$ cat src/rtl/fetch_pkg.sv
// rtl/fetch_pkg.sv - shared types and constants for the instruction fetch sequencer
package fetch_pkg;

    localparam int PC_W    = 16;
    localparam int INSTR_W = 16;
    localparam int PC_STEP = 2;

    localparam logic [PC_W-1:0] DEF_RESET_PC = 16'h0000;
    localparam logic [PC_W-1:0] DEF_LAST_PC  = 16'h001C;

    typedef logic [1:0] state_t;
    localparam state_t ST_IDLE   = 2'd0;
    localparam state_t ST_FETCH  = 2'd1;
    localparam state_t ST_DRAIN  = 2'd2;
    localparam state_t ST_HALTED = 2'd3;

    typedef struct packed {
        logic [PC_W-1:0]    pc;
        logic [INSTR_W-1:0] instr;
    } q_entry_t;

endpackage

$ cat src/rtl/instr_fetch_ctrl_if.sv
// rtl/instr_fetch_ctrl_if.sv - instruction memory, redirect and decode handshake bundle
interface instr_fetch_ctrl_if;
    import fetch_pkg::*;

    logic [PC_W-1:0]    imem_pc;
    logic [INSTR_W-1:0] imem_instr;
    logic               redirect_valid;
    logic [PC_W-1:0]    redirect_pc;
    logic               instr_valid;
    logic [INSTR_W-1:0] instr;
    logic [PC_W-1:0]    instr_pc;
    logic               instr_ready;

    modport master (
        output imem_pc, instr_valid, instr, instr_pc,
        input  imem_instr, redirect_valid, redirect_pc, instr_ready
    );

    modport slave (
        input  imem_pc, instr_valid, instr, instr_pc,
        output imem_instr, redirect_valid, redirect_pc, instr_ready
    );

endinterface

$ cat src/rtl/fetch_queue.sv
// rtl/fetch_queue.sv - 2-entry prefetch FIFO with flush; head register holds its value when emptied
module fetch_queue
    import fetch_pkg::*;
(
    input  logic     clk,
    input  logic     reset_n,
    input  logic     push_i,
    input  logic     pop_i,
    input  logic     flush_i,
    input  q_entry_t push_data_i,
    output logic [1:0] count_o,
    output logic     head_valid_o,
    output q_entry_t head_o
);

    q_entry_t   head_q, head_d;
    q_entry_t   tail_q, tail_d;
    logic [1:0] count_q, count_d;

    // Head is a dedicated register so the decode outputs stay stable once the queue drains.
    always_comb begin
        head_d  = head_q;
        tail_d  = tail_q;
        count_d = count_q;
        if (flush_i) begin
            count_d = 2'd0;
        end else begin
            case ({push_i, pop_i})
                2'b10: begin
                    if (count_q == 2'd0) head_d = push_data_i;
                    else                 tail_d = push_data_i;
                    count_d = count_q + 2'd1;
                end
                2'b01: begin
                    if (count_q == 2'd2) head_d = tail_q;
                    count_d = count_q - 2'd1;
                end
                2'b11: begin
                    if (count_q == 2'd2) begin
                        head_d = tail_q;
                        tail_d = push_data_i;
                    end else begin
                        head_d = push_data_i;
                    end
                end
                default: ;
            endcase
        end
    end

    always_ff @(posedge clk) begin
        if (!reset_n) begin
            head_q  <= '0;
            tail_q  <= '0;
            count_q <= 2'd0;
        end else begin
            head_q  <= head_d;
            tail_q  <= tail_d;
            count_q <= count_d;
        end
    end

    assign count_o      = count_q;
    assign head_valid_o = (count_q != 2'd0);
    assign head_o       = head_q;

endmodule

$ cat src/rtl/instr_fetch_ctrl.sv
// rtl/instr_fetch_ctrl.sv - fetch PC sequencer with prefetch queue, redirect flush and end-of-program halt
module instr_fetch_ctrl
    import fetch_pkg::*;
#(
    parameter logic [PC_W-1:0] RESET_PC = DEF_RESET_PC,
    parameter logic [PC_W-1:0] LAST_PC  = DEF_LAST_PC
) (
    input  logic               clk,
    input  logic               reset_n,
    input  logic               run,
    instr_fetch_ctrl_if.master bus,
    output logic               halted
);

    logic [PC_W-1:0] pc_q, pc_d;
    state_t          state_q, state_d;
    logic            push;
    logic            pop;
    logic [1:0]      q_count;
    q_entry_t        head;
    q_entry_t        push_entry;

    assign pop  = bus.instr_valid && bus.instr_ready;
    assign push = (state_q == ST_FETCH) && run && !bus.redirect_valid &&
                  ((q_count != 2'd2) || pop);

    assign push_entry.pc    = pc_q;
    assign push_entry.instr = bus.imem_instr;

    always_comb begin
        state_d = state_q;
        pc_d    = pc_q;
        if (bus.redirect_valid) begin
            state_d = ST_FETCH;
            pc_d    = bus.redirect_pc & ~PC_W'(1);
        end else begin
            if (push) pc_d = pc_q + PC_W'(PC_STEP);
            case (state_q)
                ST_IDLE:  if (run) state_d = ST_FETCH;
                ST_FETCH: if (push && (pc_q == LAST_PC)) state_d = ST_DRAIN;
                ST_DRAIN: if (q_count == 2'd0) state_d = ST_HALTED;
                default:  ;
            endcase
        end
    end

    always_ff @(posedge clk) begin
        if (!reset_n) begin
            state_q <= ST_IDLE;
            pc_q    <= RESET_PC;
        end else begin
            state_q <= state_d;
            pc_q    <= pc_d;
        end
    end

    // A pop in the redirect cycle is already accepted by decode; flushing drops the rest.
    fetch_queue u_queue (
        .clk          (clk),
        .reset_n      (reset_n),
        .push_i       (push),
        .pop_i        (pop),
        .flush_i      (bus.redirect_valid),
        .push_data_i  (push_entry),
        .count_o      (q_count),
        .head_valid_o (bus.instr_valid),
        .head_o       (head)
    );

    assign bus.imem_pc  = pc_q;
    assign bus.instr    = head.instr;
    assign bus.instr_pc = head.pc;
    assign halted       = (state_q == ST_HALTED);

endmodule

$ cat src/flat_wrapper.sv
// flat-port wrapper written by rule: the top's interface ports become plain ports
module instr_fetch_ctrl_flat import fetch_pkg::*;
#(
    parameter logic [PC_W-1:0] RESET_PC = DEF_RESET_PC,
    parameter logic [PC_W-1:0] LAST_PC  = DEF_LAST_PC
)
  (clk, reset_n, run, halted, bus_imem_pc, bus_instr_valid, bus_instr, bus_instr_pc, bus_imem_instr, bus_redirect_valid, bus_redirect_pc, bus_instr_ready);
  instr_fetch_ctrl_if bus_i ();
  input  logic clk;
  input  logic reset_n;
  input  logic run;
  output logic halted;
  output wire logic [$bits(bus_i.imem_pc)-1:0] bus_imem_pc;
  output wire logic [$bits(bus_i.instr_valid)-1:0] bus_instr_valid;
  output wire logic [$bits(bus_i.instr)-1:0] bus_instr;
  output wire logic [$bits(bus_i.instr_pc)-1:0] bus_instr_pc;
  input wire logic [$bits(bus_i.imem_instr)-1:0] bus_imem_instr;
  input wire logic [$bits(bus_i.redirect_valid)-1:0] bus_redirect_valid;
  input wire logic [$bits(bus_i.redirect_pc)-1:0] bus_redirect_pc;
  input wire logic [$bits(bus_i.instr_ready)-1:0] bus_instr_ready;
  assign bus_imem_pc = bus_i.imem_pc;
  assign bus_instr_valid = bus_i.instr_valid;
  assign bus_instr = bus_i.instr;
  assign bus_instr_pc = bus_i.instr_pc;
  assign bus_i.imem_instr = bus_imem_instr;
  assign bus_i.redirect_valid = bus_redirect_valid;
  assign bus_i.redirect_pc = bus_redirect_pc;
  assign bus_i.instr_ready = bus_instr_ready;
  instr_fetch_ctrl #(.RESET_PC(RESET_PC), .LAST_PC(LAST_PC)) u_core (.clk(clk), .reset_n(reset_n), .run(run), .bus(bus_i), .halted(halted));
endmodule
$ cat config.mk
export PLATFORM = sky130hd
export DESIGN_NAME = instr_fetch_ctrl_flat
export DESIGN_NICKNAME = d
export VERILOG_FILES = /design/src/rtl/fetch_pkg.sv /design/src/rtl/instr_fetch_ctrl_if.sv /design/src/rtl/fetch_queue.sv /design/src/rtl/instr_fetch_ctrl.sv /design/src/flat_wrapper.sv
export SDC_FILE = /design/constraint.sdc
export NUM_CORES = 1
export LEC_CHECK = 0
export ABC_AREA = 1
export ABC_CLOCK_PERIOD_IN_PS = 4470
export CAP_MARGIN = 20
export CORE_MARGIN = 2
export CORE_UTILIZATION = 25
export DETAILED_ROUTE_END_ITERATION = 10
export DONT_BUFFER_PORTS = 1
export SLEW_MARGIN = 40
export SYNTH_ARGS = -nofsm -noshare
export SYNTH_HDL_FRONTEND = slang
export SYNTH_SLANG_ARGS = --single-unit
$ cat constraint.sdc
create_clock -name clk -period 4.47 [get_ports clk]
set_input_delay 1.341 -clock clk [delete_from_list [all_inputs] [get_ports clk]]
set_output_delay 1.341 -clock clk [all_outputs]
set_load 0.005 [all_outputs]
## Yosys cells after proc, flatten, opt, wreduce, memory -nomap -nowiden

Cells that the tools add are included.

- Add/sub/neg operators: 3
- Equality and inequality tests: 19
- Mux-type cells: 15
- Bitwise logic cells: 2
- Reductions and logical operators: 21

Operator list:

| cell | count |
|---|---|
| two-way mux 32 bit | 5 |
| one-hot mux 32 bit (3 select lines) | 1 |
| one-hot mux 32 bit (2 select lines) | 1 |
| two-way mux 16 bit | 2 |
| adder 16 x 2 -> 16 bit (second input constant) | 1 |
| == test 16 x 5 -> 1 bit (second input constant) | 1 |
| AND reduction 4 bit | 4 |
| != test 2 bit (second input constant) | 6 |
| == test 2 bit (second input constant) | 5 |
| nonzero test 2 bit | 4 |
| two-way mux 2 bit | 3 |
| != test 3 bit (second input constant) | 2 |
| one-hot mux 2 bit (3 select lines) | 1 |
| nonzero test 3 bit | 2 |
| logical AND 1 bit | 5 |
| == test 2 x 1 -> 1 bit (second input constant) | 2 |
| zero test 2 bit | 2 |
| != test 2 x 1 -> 1 bit (second input constant) | 2 |
| one-hot mux 2 bit (2 select lines) | 1 |
| nonzero test 4 bit | 1 |
| != test 3 x 2 -> 1 bit (second input constant) | 1 |
| adder 2 x 1 -> 2 bit (second input constant) | 1 |
| NOT 1 bit | 2 |
| OR reduction 2 bit | 1 |
| other kinds (4) | 4 |

- Register bits after elaboration: 84
- Bits of input ports: 37
- Output and inout port bits: 50
- Word-level logic and storage cells: 69

## Longest topological paths before layout

Gate-level depths: netlist of run 1.

- Word-level depth: 8
- Mapped depth: 12
- Gate-level depth less buffers: 12

## Cells and area by module

Synthesis of run 1 repeated with hierarchy kept, for this count alone.

- Cells, all modules: 744
- Area total of the unflattened synthesis: 4621.9 sq um

By module, submodules not included:

| module | times used | cells an instance | area an instance (sq um) |
|---|---|---|---|
| fetch_queue | 1 | 550 | 3375.7 |
| instr_fetch_ctrl | 1 | 194 | 1246.2 |

## Worst setup path after synthesis of run 1

No wires, ideal clock.

- Path kind: input to register
- From: input bus_redirect_valid
- To: register u_core.u_queue.tail_q[23] in the netlist's numbering
- Arrival: 2.433 ns
- Data required time: 4.354 ns
- Path slack: 1.921 ns
- Cell stages on the path: 9
- Buffers on the path: 3
- Cells stage by stage: buf_6 nor2_2 nand2_1 buf_6 nor3_4 inv_2 buf_2 nor2_1 nor2_1

- Word-level cells in the longest chain between the ends: 6

RTL lines:

| item | line | text |
|---|---|---|
| start: declaration | flat_wrapper.sv:18 | `input wire logic [$bits(bus_i.redirect_valid)-1:0] bus_redirect_valid;` |
| zero test 1 bit | instr_fetch_ctrl.sv:24 | `assign push = (state_q == ST_FETCH) && run && !bus.redirect_valid &&` |
| logical AND 1 bit (2 in a row) | instr_fetch_ctrl.sv:24 |  |
| == test 2 bit | fetch_queue.sv:28 | `case ({push_i, pop_i})` |
| != test 2 bit (no source line) / nonzero test 2 bit (equally long branches) | n/a |  |
| AND reduction 4 bit (no source line) | n/a |  |
| end signal: assignment | fetch_queue.sv:58 | `tail_q <= tail_d;` |
| end: declaration | fetch_queue.sv:17 | `q_entry_t tail_q, tail_d;` |

Parallel ways exist; a longest one is shown, timed or not.
A chain may end at the register's enable or synchronous reset.

## Final worst setup path of run 1

- From: input run
- To: register u_core.u_queue.tail_q[5] in the netlist's numbering

- Word-level cells in the longest chain between the ends: 6

RTL lines:

| item | line | text |
|---|---|---|
| start: declaration | flat_wrapper.sv:11 | `input logic run;` |
| logical AND 1 bit * (3 in a row) | instr_fetch_ctrl.sv:24 |  |
| == test 2 bit | fetch_queue.sv:28 |  |
| != test 2 bit (no source line) / nonzero test 2 bit (equally long branches) | n/a |  |
| AND reduction 4 bit (no source line) | n/a |  |

Every way passes the cells marked *; elsewhere a longest branch is shown, timed or not.

==> results of run 1 <==
-- final timing paths --
kind                                     startpoint                                endpoint  slack [ns]  depth (start not counted)
min          u_core.u_queue.count_o[0]$_SDFFE_PP0P_  u_core.u_queue.count_o[0]$_SDFFE_PP0P_        0.50                          1
max                                             run   u_core.u_queue.tail_q[5]$_SDFFE_PN0P_        1.49                          8
max reg2reg          u_core.state_q[1]$_SDFFE_PP0P_   u_core.u_queue.tail_q[5]$_SDFFE_PN0P_        1.81                         10
min reg2reg  u_core.u_queue.count_o[0]$_SDFFE_PP0P_  u_core.u_queue.count_o[0]$_SDFFE_PP0P_        0.50                          1
-- routing by layer --
| metal | part of all wire (%) | vias up | wire length [um] |
|---|---|---|---|
| met5 | 0 | - | 0 |
| met4 | 1.2 | 0 | 146 |
| met3 | 9.6 | 10 | 1130 |
| met2 | 41 | 129 | 4860 |
| met1 | 48 | 1685 | 5620 |
| li1 | - | 1965 | - |
-- logic make-up (layout without fill, tap and decap cells) --
kind of cell             count (synthesis)  in the layout  synth area share [%]
flip-flops                              81             81                  40.3
AND/OR/NAND/NOR                        293            293                  30.2
AO/OA/AOI/OAI                          143            143                  19.3
XOR/XNOR                                 2              2                 0.436
adder cells (fa/ha/maj)                  6              6                  1.87
buffers and inverters                   74             55                  7.81
other                                    1              2                0.0933
-- layout by cell type, fill, tap and decap left out --
master	synthesis	routed
nor3_4	1	1
nand3_1	53	53
o21ai_1	10	9
o21ai_2	0	1
nand4_1	7	7
nor3_1	3	3
clkbuf_8	0	1
nand2_1	117	117
clkbuf_1	28	1
dfxtp_1	81	81
nand3b_1	1	1
a21oi_1	31	31
buf_12	0	1
clkbuf_16	0	9
clkinv_2	0	2
inv_1	29	28
a31oi_1	31	31
conb_1	1	2
nor2_2	2	2
bufinv_16	0	2
buf_4	2	8
xor2_1	2	2
nor2_1	108	108
o21ai_0	63	63
nand3_2	1	1
o211ai_1	5	5
o31ai_1	2	2
o21a_1	1	1
inv_2	1	2
ha_1	6	6
clkinv_4	0	1
-- cells in the mapped netlist --
cell and number:
buf_2 10, conb_1 1, o21ai_1 10, inv_2 1, nand3b_1 1, clkbuf_1 28
buf_6 2, nand2_1 117, o21a_1 1, o21ai_0 63, nand3_2 1, nand3_1 53
a31oi_1 31, nor2_1 108, o31ai_1 2, nor2_2 2, buf_4 2, clkbuf_2 1
nand4_1 7, ha_1 6, nor3_1 3, buf_1 1, a21oi_1 31, nor3_4 1
dfxtp_1 81, xor2_1 2, o211ai_1 5, inv_1 29
-- through the flow --
| stage | total power [mW] | cells | worst slack, ns |
|---|---|---|---|
| after floorplan | 0.921 | 601 | 1.92 |
| after global placement | 0.956 | 782 | 1.14 |
| after detailed placement | 0.957 | 782 | 1.13 |
| after CTS | 1.77 | 798 | 1.49 |
| after global routing | 1.83 | 798 | 1.29 |
| final | 1.74 | 798 | 1.49 |
-- cell type report --
type / count / area, sq um / area share [%]
clock buffer: 11 / 243 / 5.39
multi-input combinational: 446 / 2090 / 46.5
clock inverter: 5 / 78.8 / 1.75
timing repair buffer: 9 / 80.1 / 1.78
tap: 216 / 270 / 6.01
sequential: 81 / 1620 / 36.0
inverter: 30 / 113 / 2.50
-- report_power, final --
part	internal, mW	total [mW]	leakage [nW]	switching, mW
Clock	0.504	0.800	0.159	0.297
Sequential	0.748	0.786	0.658	0.0383
Combinational	0.0545	0.155	1.01	0.100
-- critical path: stages --
cell and delay, ns:
nand2_1 0.08, nor2_2 0.05, nand2_1 0.42, nor2_1 0.14
nor3_4 0.59, inv_2 0.34, nor2_1 0.18, nor2_1 0.06
-- sequential cells by signal, summed over array words and instances (netlist names) --
name and cells:
u_core.state_q 2, u_core.u_queue.head_o 31, u_core.bus.imem_pc 15, u_core.u_queue.tail_q 31, u_core.u_queue.count_o 2
==> flow_metrics.py, run 1 <==
metrics = {
    "placed_design": {
        "place_congestion": 0.797,
        "hpwl_um": 8040,
        "portBuffers": 0,
        "placed_area_sq_mm": 0.00418,
    },
    "layout": {
        "final_nets": 620,
        "antennaDiodeCount": 0,
        "drive_gt1_share_pct": 5.33,
        "area_delta_synth_final_pct": 11.9,
        "stdcell_area_sq_mm": 0.00450,
        "fill_cells": 1751,
        "fin_util_pct": 28.4,
    },
    "power": {
        "power_density_mw_per_mm2": 387,
        "irDropWorstVdd_uv": 204,
        "p_leak_nw": 1.83,
    },
    "floorplan": {
        "num_rows": 46,
        "fp.dieH_um": 131,
        "start_util_pct": 25.4,
        "core_area_sq_mm": 0.0158,
        "dieWidth_um": 131,
        "dieArea_sq_mm": 0.0171,
        "io_pins": 87,
    },
    "timing": {
        "fmax_mhz": 336,
        "fin_skew_ns": 0.00694,
        "finalSetupViolations": 0,
        "period_minus_slack_ns": 2.98,
        "period_share_pct": 66.6,
        "fin_hold_ws_ns": 0.503,
        "max-slew-margin-rel_pct": 51.0,
        "hold_viol": 0,
        "setup_tns_ns": 0,
        "rsz0062_at_grt": "no",
        "tightest_slew_ns": 0.732,
        "slew_violations": 0,
    },
    "clocking": {
        "htreeDepth": 3,
        "cts_made_buffers": 9,
        "clkSinkCount": 81,
        "cts-root-buf": "clkbuf_16",
        "clock_latency_ns": 0.34,
        "cts_tree": "done",
        "cts.path.max_buffers": 2,
        "postCtsSetupRepairBufs": 0,
        "cts_hold_buf": 0,
        "clk_pin_slew_ns": 0.06,
        "cts.repair.resized": 0,
    },
    "critical_path": {
        "worstPathArrival_ns": 3.21,
        "required_ns": 4.70,
        "crit_path_end_kind": "flop",
        "worstPathMaxFanout": 19,
        "crit_type": "input pin to flop",
        "critPathLaunchType": "input pin",
    },
    "global_routing": {
        "top_usage_layer": "met1",
        "grt_start_max_net_pins": 73,
        "gr-total-overflow": 0,
        "grt.met3_usage_pct": 4.72,
        "grt_first_pass_wirelength_um": 18500,
        "grtUsageMet1_pct": 20.5,
        "antenna_found_initial": 0,
        "grtUsageTotal_pct": 13.9,
        "gr-usage-met2_pct": 18.9,
        "grt_pass1_vias": 3269,
    },
    "yosys": {
        "synth.area.top_cells": "dfxtp_1 40%, nand2_1 11%, nor2_1 10%, o21ai_0 7.8%, nand3_1 6.6%",
        "mappedNetlistArea_sq_mm": 0.00402,
        "ys_types": 28,
        "seq_area_frac_synth_pct": 40.3,
        "synth-seq-cells": 81,
        "yosysTopAreaCellShare_pct": 40.3,
        "yosysWarnings": 0,
        "syn_avg_cell_area_sq_um": 6.70,
        "syn_inst": 600,
        "yosys.area.top_type": "dfxtp_1",
    },
    "min_path": {
        "min_path_type": "flop to flop",
    },
    "drt": {
        "dr.pass1.iters": 4,
        "antenna_left": 0,
        "vias": 3789,
        "vias_per_cell": 4.75,
        "wl_per_cell_um": 14.7,
        "drcViolationCount": 0,
        "wl_um": 11700,
        "drt_iter0_markers": 254,
    },
    "outcome": {
        "status": "completed",
    },
    "job": {
        "drv_cap": 0,
    },
}
Note: power is estimated with default switching activity, not from simulation.
==> run 2: changes to the inputs <==
--- a/config.mk
+++ b/config.mk
@@ -6,7 +6,7 @@
 export NUM_CORES = 1
 export LEC_CHECK = 0
 export ABC_AREA = 1
-export ABC_CLOCK_PERIOD_IN_PS = 4470
+export ABC_CLOCK_PERIOD_IN_PS = 2600
 export CAP_MARGIN = 20
 export CORE_MARGIN = 2
 export CORE_UTILIZATION = 25
==> constraint.sdc (replaced) <==
create_clock -name clk -period 2.6 [get_ports clk]
set_input_delay 0.78 -clock clk [delete_from_list [all_inputs] [get_ports clk]]
set_output_delay 0.78 -clock clk [all_outputs]
set_load 0.005 [all_outputs]
==> flow_metrics.py, run 2 (same netlist as run 1, synthesis figures left out) <==
metrics = {
    "outcome": {
        "status": "completed",
    },
    "global_routing": {
        "grtUsageTotal_pct": 14.3,
        "grt_start_max_net_pins": 73,
        "gr-total-overflow": 0,
        "grt_pass1_vias": 3444,
        "grt_first_pass_wirelength_um": 19000,
        "antenna_found_initial": 0,
    },
    "timing": {
        "rsz0062_at_grt": "no",
        "max-slew-margin-rel_pct": 65.0,
        "hold_viol": 0,
        "period_minus_slack_ns": 1.95,
        "setup_tns_ns": 0,
        "finalSetupViolations": 0,
        "fin_ws_ns": 0.651,
        "slew_violations": 0,
        "tightest_slew_ns": 0.524,
        "fmax_mhz": 513,
        "period_share_pct": 75.0,
        "fin_skew_ns": 0.00913,
    },
    "drt": {
        "drt_iter0_markers": 209,
        "antenna_left": 0,
        "drcViolationCount": 0,
        "wl_per_cell_um": 14.6,
        "wl_um": 11700,
        "dr.pass1.iters": 4,
        "vias": 3752,
        "vias_per_cell": 4.68,
    },
    "floorplan": {
        "io_pins": 87,
        "start_util_pct": 25.4,
        "core_area_sq_mm": 0.0158,
        "dieArea_sq_mm": 0.0171,
        "dieWidth_um": 131,
        "fp.dieH_um": 131,
        "num_rows": 46,
    },
    "layout": {
        "drive_gt1_share_pct": 6.14,
        "fill_cells": 1756,
        "multi_input_area_sq_mm": 0.00209,
        "register_area_sq_mm": 0.00162,
        "area_delta_synth_final_pct": 12.7,
        "antennaDiodeCount": 0,
        "final_cell_mix": "117 x nand2_1, 108 x nor2_1, 81 x dfxtp_1",
        "final_nets": 625,
        "final_common_cell": "nand2_1",
    },
    "clocking": {
        "cts-root-buf": "clkbuf_16",
        "cts_tree": "done",
        "cts_hold_buf": 0,
        "cts_made_buffers": 9,
        "clock_latency_ns": 0.35,
        "cts.path.max_buffers": 2,
        "htreeDepth": 3,
        "clkSinkCount": 81,
        "cts.repair.resized": 0,
        "clk_pin_slew_ns": 0.06,
        "postCtsSetupRepairBufs": 0,
    },
    "critical_path": {
        "worst_path_largest_cell_delay_ns": 0.34,
        "worstPathMaxFanout": 5,
        "crit_path_end_kind": "output port",
        "crit_chain": "nor2_1 -> inv_1",
        "required_ns": 1.82,
        "critical-path-slowest-cell": "dfxtp_1",
        "worst-path-buf-inv": 1,
        "worstPathArrival_ns": 1.17,
        "crit_type": "flop to output port",
        "path_delay_family": "flip-flops",
        "critPathLaunchType": "flop",
    },
    "placed_design": {
        "dp_slack_ns": 0.512,
        "hpwl_um": 8160,
        "place_congestion": 0.783,
        "portBuffers": 0,
    },
    "power": {
        "p_leak_nw": 1.85,
        "irDropWorstVdd_uv": 276,
        "power_density_mw_per_mm2": 668,
    },
    "job": {
        "drv_cap": 0,
    },
    "min_path": {
        "min_path_type": "flop to flop",
    },
}
==> run 2: final cells by class <==
class | instances | share of cell area, %
Timing Repair Buffer | 14 | 2.32
Multi-Input combinational cell | 446 | 46.2
Clock inverter | 4 | 1.68
Clock buffer | 11 | 5.58
Sequential cell | 81 | 35.8
Tap cell | 216 | 5.96
Inverter | 30 | 2.48
==> run 2: report_power, final <==
part | switching, mW | total (mW) | internal [mW]
clock | 0.516 | 1.41 | 0.890
sequential | 0.0669 | 1.35 | 1.29
combinational | 0.170 | 0.267 | 0.0978
total | 0.752 | 3.03 | 2.27
==> run 2: worst reg2reg max path: cells and delay by family, from the launching register on <==
kind	cells	cell delay, ns
compound gates	2	0.24
buf+inv	3	0.58
simple gates	4	0.50
flops	1	0.33
fa+ha+maj	1	0.19
==> run 2: path summary, 6_finish.rpt <==
check	from	to	slack, ns	cells after the start
worst min register to register	u_core.u_queue.count_o[0]$_SDFFE_PP0P_	u_core.u_queue.count_o[0]$_SDFFE_PP0P_	0.50	1
worst max-delay path	u_core.u_queue.count_o[1]$_SDFFE_PP0P_	bus_instr_valid	0.65	2
worst min-delay path	u_core.u_queue.count_o[0]$_SDFFE_PP0P_	u_core.u_queue.count_o[0]$_SDFFE_PP0P_	0.50	1
worst max register to register	u_core.state_q[1]$_SDFFE_PP0P_	u_core.u_queue.tail_q[27]$_SDFFE_PN0P_	0.69	10
==> run 2: routing by layer <==
layer,global-route usage (%),wire length (um),vias to the layer above
met3,4.97,964,12
met1,20.4,5760,1675
met4,5.44,179,0
li1,-,-,1967
met5,0,0,-
met2,19.5,4810,98
==> run 2: per-stage QoR <==
step	utilization, %	instances	hold WS, ns	power [mW]	area, sq um
floorplan	-	601	0.452	1.58	4030
global placement	26.6	787	0.474	1.65	4200
detailed placement	26.6	787	0.484	1.65	4200
CTS	28.6	802	0.501	3.06	4530
global route	28.6	802	0.522	3.17	4530
finish	28.6	802	0.499	3.03	4530
==> run 3: changes to the inputs <==
--- a/config.mk
+++ b/config.mk
@@ -6,7 +6,7 @@
 export NUM_CORES = 1
 export LEC_CHECK = 0
 export ABC_AREA = 1
-export ABC_CLOCK_PERIOD_IN_PS = 2600
+export ABC_CLOCK_PERIOD_IN_PS = 1700
 export CAP_MARGIN = 20
 export CORE_MARGIN = 2
 export CORE_UTILIZATION = 25
==> constraint.sdc (replaced) <==
create_clock -name clk -period 1.7 [get_ports clk]
set_input_delay 0.51 -clock clk [delete_from_list [all_inputs] [get_ports clk]]
set_output_delay 0.51 -clock clk [all_outputs]
set_load 0.005 [all_outputs]
==> flow_metrics.py, run 3 (same netlist as run 1, synthesis figures left out) <==
metrics = {
    "outcome": {
        "status": "complete, but fails checks",
        "violations": "setup timing",
    },
    "timing": {
        "fin_skew_ns": 0.00501,
        "fin_ws_ns": -0.0350,
        "period_minus_slack_ns": 1.74,
        "rsz0062_at_grt": "yes",
        "fmax_mhz": 576,
        "period_share_pct": 102,
        "hold_viol": 0,
        "slew_violations": 0,
        "finalSetupViolations": 17,
    },
    "placed_design": {
        "place_congestion": 0.829,
        "portBuffers": 0,
        "hpwl_um": 8310,
    },
    "drt": {
        "dr.pass1.iters": 5,
        "vias": 3943,
        "wl_per_cell_um": 14.9,
        "antenna_left": 0,
        "drcViolationCount": 0,
        "drt_iter0_markers": 274,
        "vias_per_cell": 4.75,
        "wl_um": 12300,
    },
    "critical_path": {
        "setup.worst_path.end": "u_core.u_queue.tail_q[8]$_SDFFE_PN0P_",
        "worstPathMaxFanout": 8,
        "worst-path-buf-inv": 4,
        "critPathLaunchType": "flop",
        "rr_endpoint": "u_core.u_queue.tail_q[8]$_SDFFE_PN0P_",
        "r2r-start": "u_core.state_q[1]$_SDFFE_PP0P_",
        "crit_chain": "inv_2 -> ha_4 -> nand2_4 -> nor2_4 -> nand2_2 -> buf_6 -> nor3_4 -> buf_6 -> clkbuf_16 -> o21ai_0 -> nor2_1",
        "cp.depth": 11,
        "crit_type": "flop to flop",
        "critPathLaunch": "u_core.state_q[1]$_SDFFE_PP0P_",
        "worstRegToRegCells": 11,
        "path_delay_family": "simple AND/OR/NAND/NOR gates",
        "critical-path-slowest-cell": "dfxtp_2",
        "worstPathArrival_ns": 2.02,
        "worst_path_largest_cell_delay_ns": 0.32,
        "crit_path_end_kind": "flop",
        "reg2reg_slack_ns": -0.04,
        "cpMostUsedCell": "buf_6",
        "required_ns": 1.98,
    },
    "min_path": {
        "min_path_type": "input pin to flop",
        "hold_depth": 2,
    },
    "power": {
        "irDropWorstVdd_uv": 397,
        "fin_total_pwr_mw": 4.37,
        "power_density_mw_per_mm2": 891,
        "p_leak_nw": 2.01,
    },
    "clocking": {
        "clock_latency_ns": 0.34,
        "clkSinkCount": 81,
        "cts-root-buf": "clkbuf_16",
        "htreeDepth": 3,
        "cts_tree": "done",
        "cts.path.max_buffers": 2,
        "clk_pin_slew_ns": 0.06,
        "cts_made_buffers": 9,
    },
    "layout": {
        "antennaDiodeCount": 0,
        "register_area_sq_mm": 0.00162,
        "final_cell_mix": "113 x nand2_1, 101 x nor2_1, 79 x dfxtp_1",
        "final_common_cell": "nand2_1",
        "area_delta_synth_final_pct": 22.2,
        "fin_util_pct": 31.0,
        "drive_gt1_share_pct": 14.7,
        "fill_cells": 1758,
        "final_nets": 654,
        "multi_input_area_sq_mm": 0.00219,
    },
    "floorplan": {
        "dieWidth_um": 131,
        "fp.dieH_um": 131,
        "io_pins": 87,
        "num_rows": 46,
        "core_area_sq_mm": 0.0158,
        "dieArea_sq_mm": 0.0171,
        "start_util_pct": 25.4,
    },
    "global_routing": {
        "grt_start_max_net_pins": 73,
        "grt_pass1_vias": 3406,
        "grt_first_pass_wirelength_um": 18900,
        "antenna_found_initial": 0,
        "grtUsageTotal_pct": 14.2,
        "gr-total-overflow": 0,
    },
    "job": {
        "drv_cap": 0,
    },
}
run 3: cell count changes in the layout (fill, tap and decap cells not counted), sizes merged:
cell	previous run	this run
buf	14	41
bufinv	2	0
clkbuf	11	13
clkinv	1	2
run 3: worst reg2reg max path: cells and delay by family, from the launching register on:
family / cells / cell delay (ns)
DFF: 1 / 0.32
buffers and inverters: 4 / 0.54
and+or+nand+nor: 5 / 0.59
adders and majority gates: 1 / 0.15
AOI/OAI and AO/OA: 1 / 0.07
run 3: how the worst min path moves through the flow:
| stage | from | to | slack, ns |
|---|---|---|---|
| CTS | reset_n | u_core.bus.imem_pc[11]$_SDFFE_PN0P_ | 0.26 |
| detailed placement | u_core.u_queue.count_o[0]$_SDFFE_PP0P_ | u_core.u_queue.count_o[0]$_SDFFE_PP0P_ | 0.49 |
| global placement | u_core.u_queue.count_o[0]$_SDFFE_PP0P_ | u_core.u_queue.count_o[0]$_SDFFE_PP0P_ | 0.47 |
| floorplan | u_core.u_queue.count_o[0]$_SDFFE_PP0P_ | u_core.u_queue.count_o[0]$_SDFFE_PP0P_ | 0.45 |
| global route | reset_n | u_core.bus.imem_pc[11]$_SDFFE_PN0P_ | 0.26 |
| finish | reset_n | u_core.bus.imem_pc[11]$_SDFFE_PN0P_ | 0.28 |
run 3: final cells by class:
class	count	share of cell area, %
Clock buffer	11	5.15
Timing Repair Buffer	43	9.02
Tap cell	216	5.50
Sequential cell	81	33.1
Clock inverter	3	0.357
Inverter	30	2.39
Multi-Input combinational cell	446	44.5
run 3: timing repair:
action                                  4_1_cts  5_1_grt
pin swaps                                     0       13
buffers inserted                              0        2
resized for setup                             4       46
gates cloned                                  0        3
hold buffers                                  0        0
endpoints found under the setup margin        6       80
hold endpoints to repair                      0        0
run 3: power breakdown:
part / total, mW / leakage (nW) / switching, mW / internal, mW
Clock: 1.82 / 0.133 / 0.772 / 1.05
Combinational: 0.495 / 1.22 / 0.293 / 0.202
Sequential: 2.06 / 0.659 / 0.0924 / 1.97
Total: 4.37 / 2.01 / 1.16 / 3.22
run 3: metrics by stage:
stage               area [sq um]  hold WS [ns]  setup TNS [ns]  setup slack (ns)  cells
CTS                         4720         0.258               0          0.000199    825
detailed placement          4440         0.492               0           0.00907    811
global placement            4440         0.475               0            0.0240    811
floorplan                   4030         0.452               0           0.00488    601
finish                      4910         0.277          -0.266           -0.0350    830
global route                4910         0.257           -3.35            -0.129    830
run 3: per-layer routing:
layer  share of wire, %  track usage (%)  up-vias
met2                 41             19.3      105
met4                1.7             4.82        0
met5                  0                0        -
met3                8.1             4.93       15
li1                   -                -     2026
met1                 49             20.7     1797
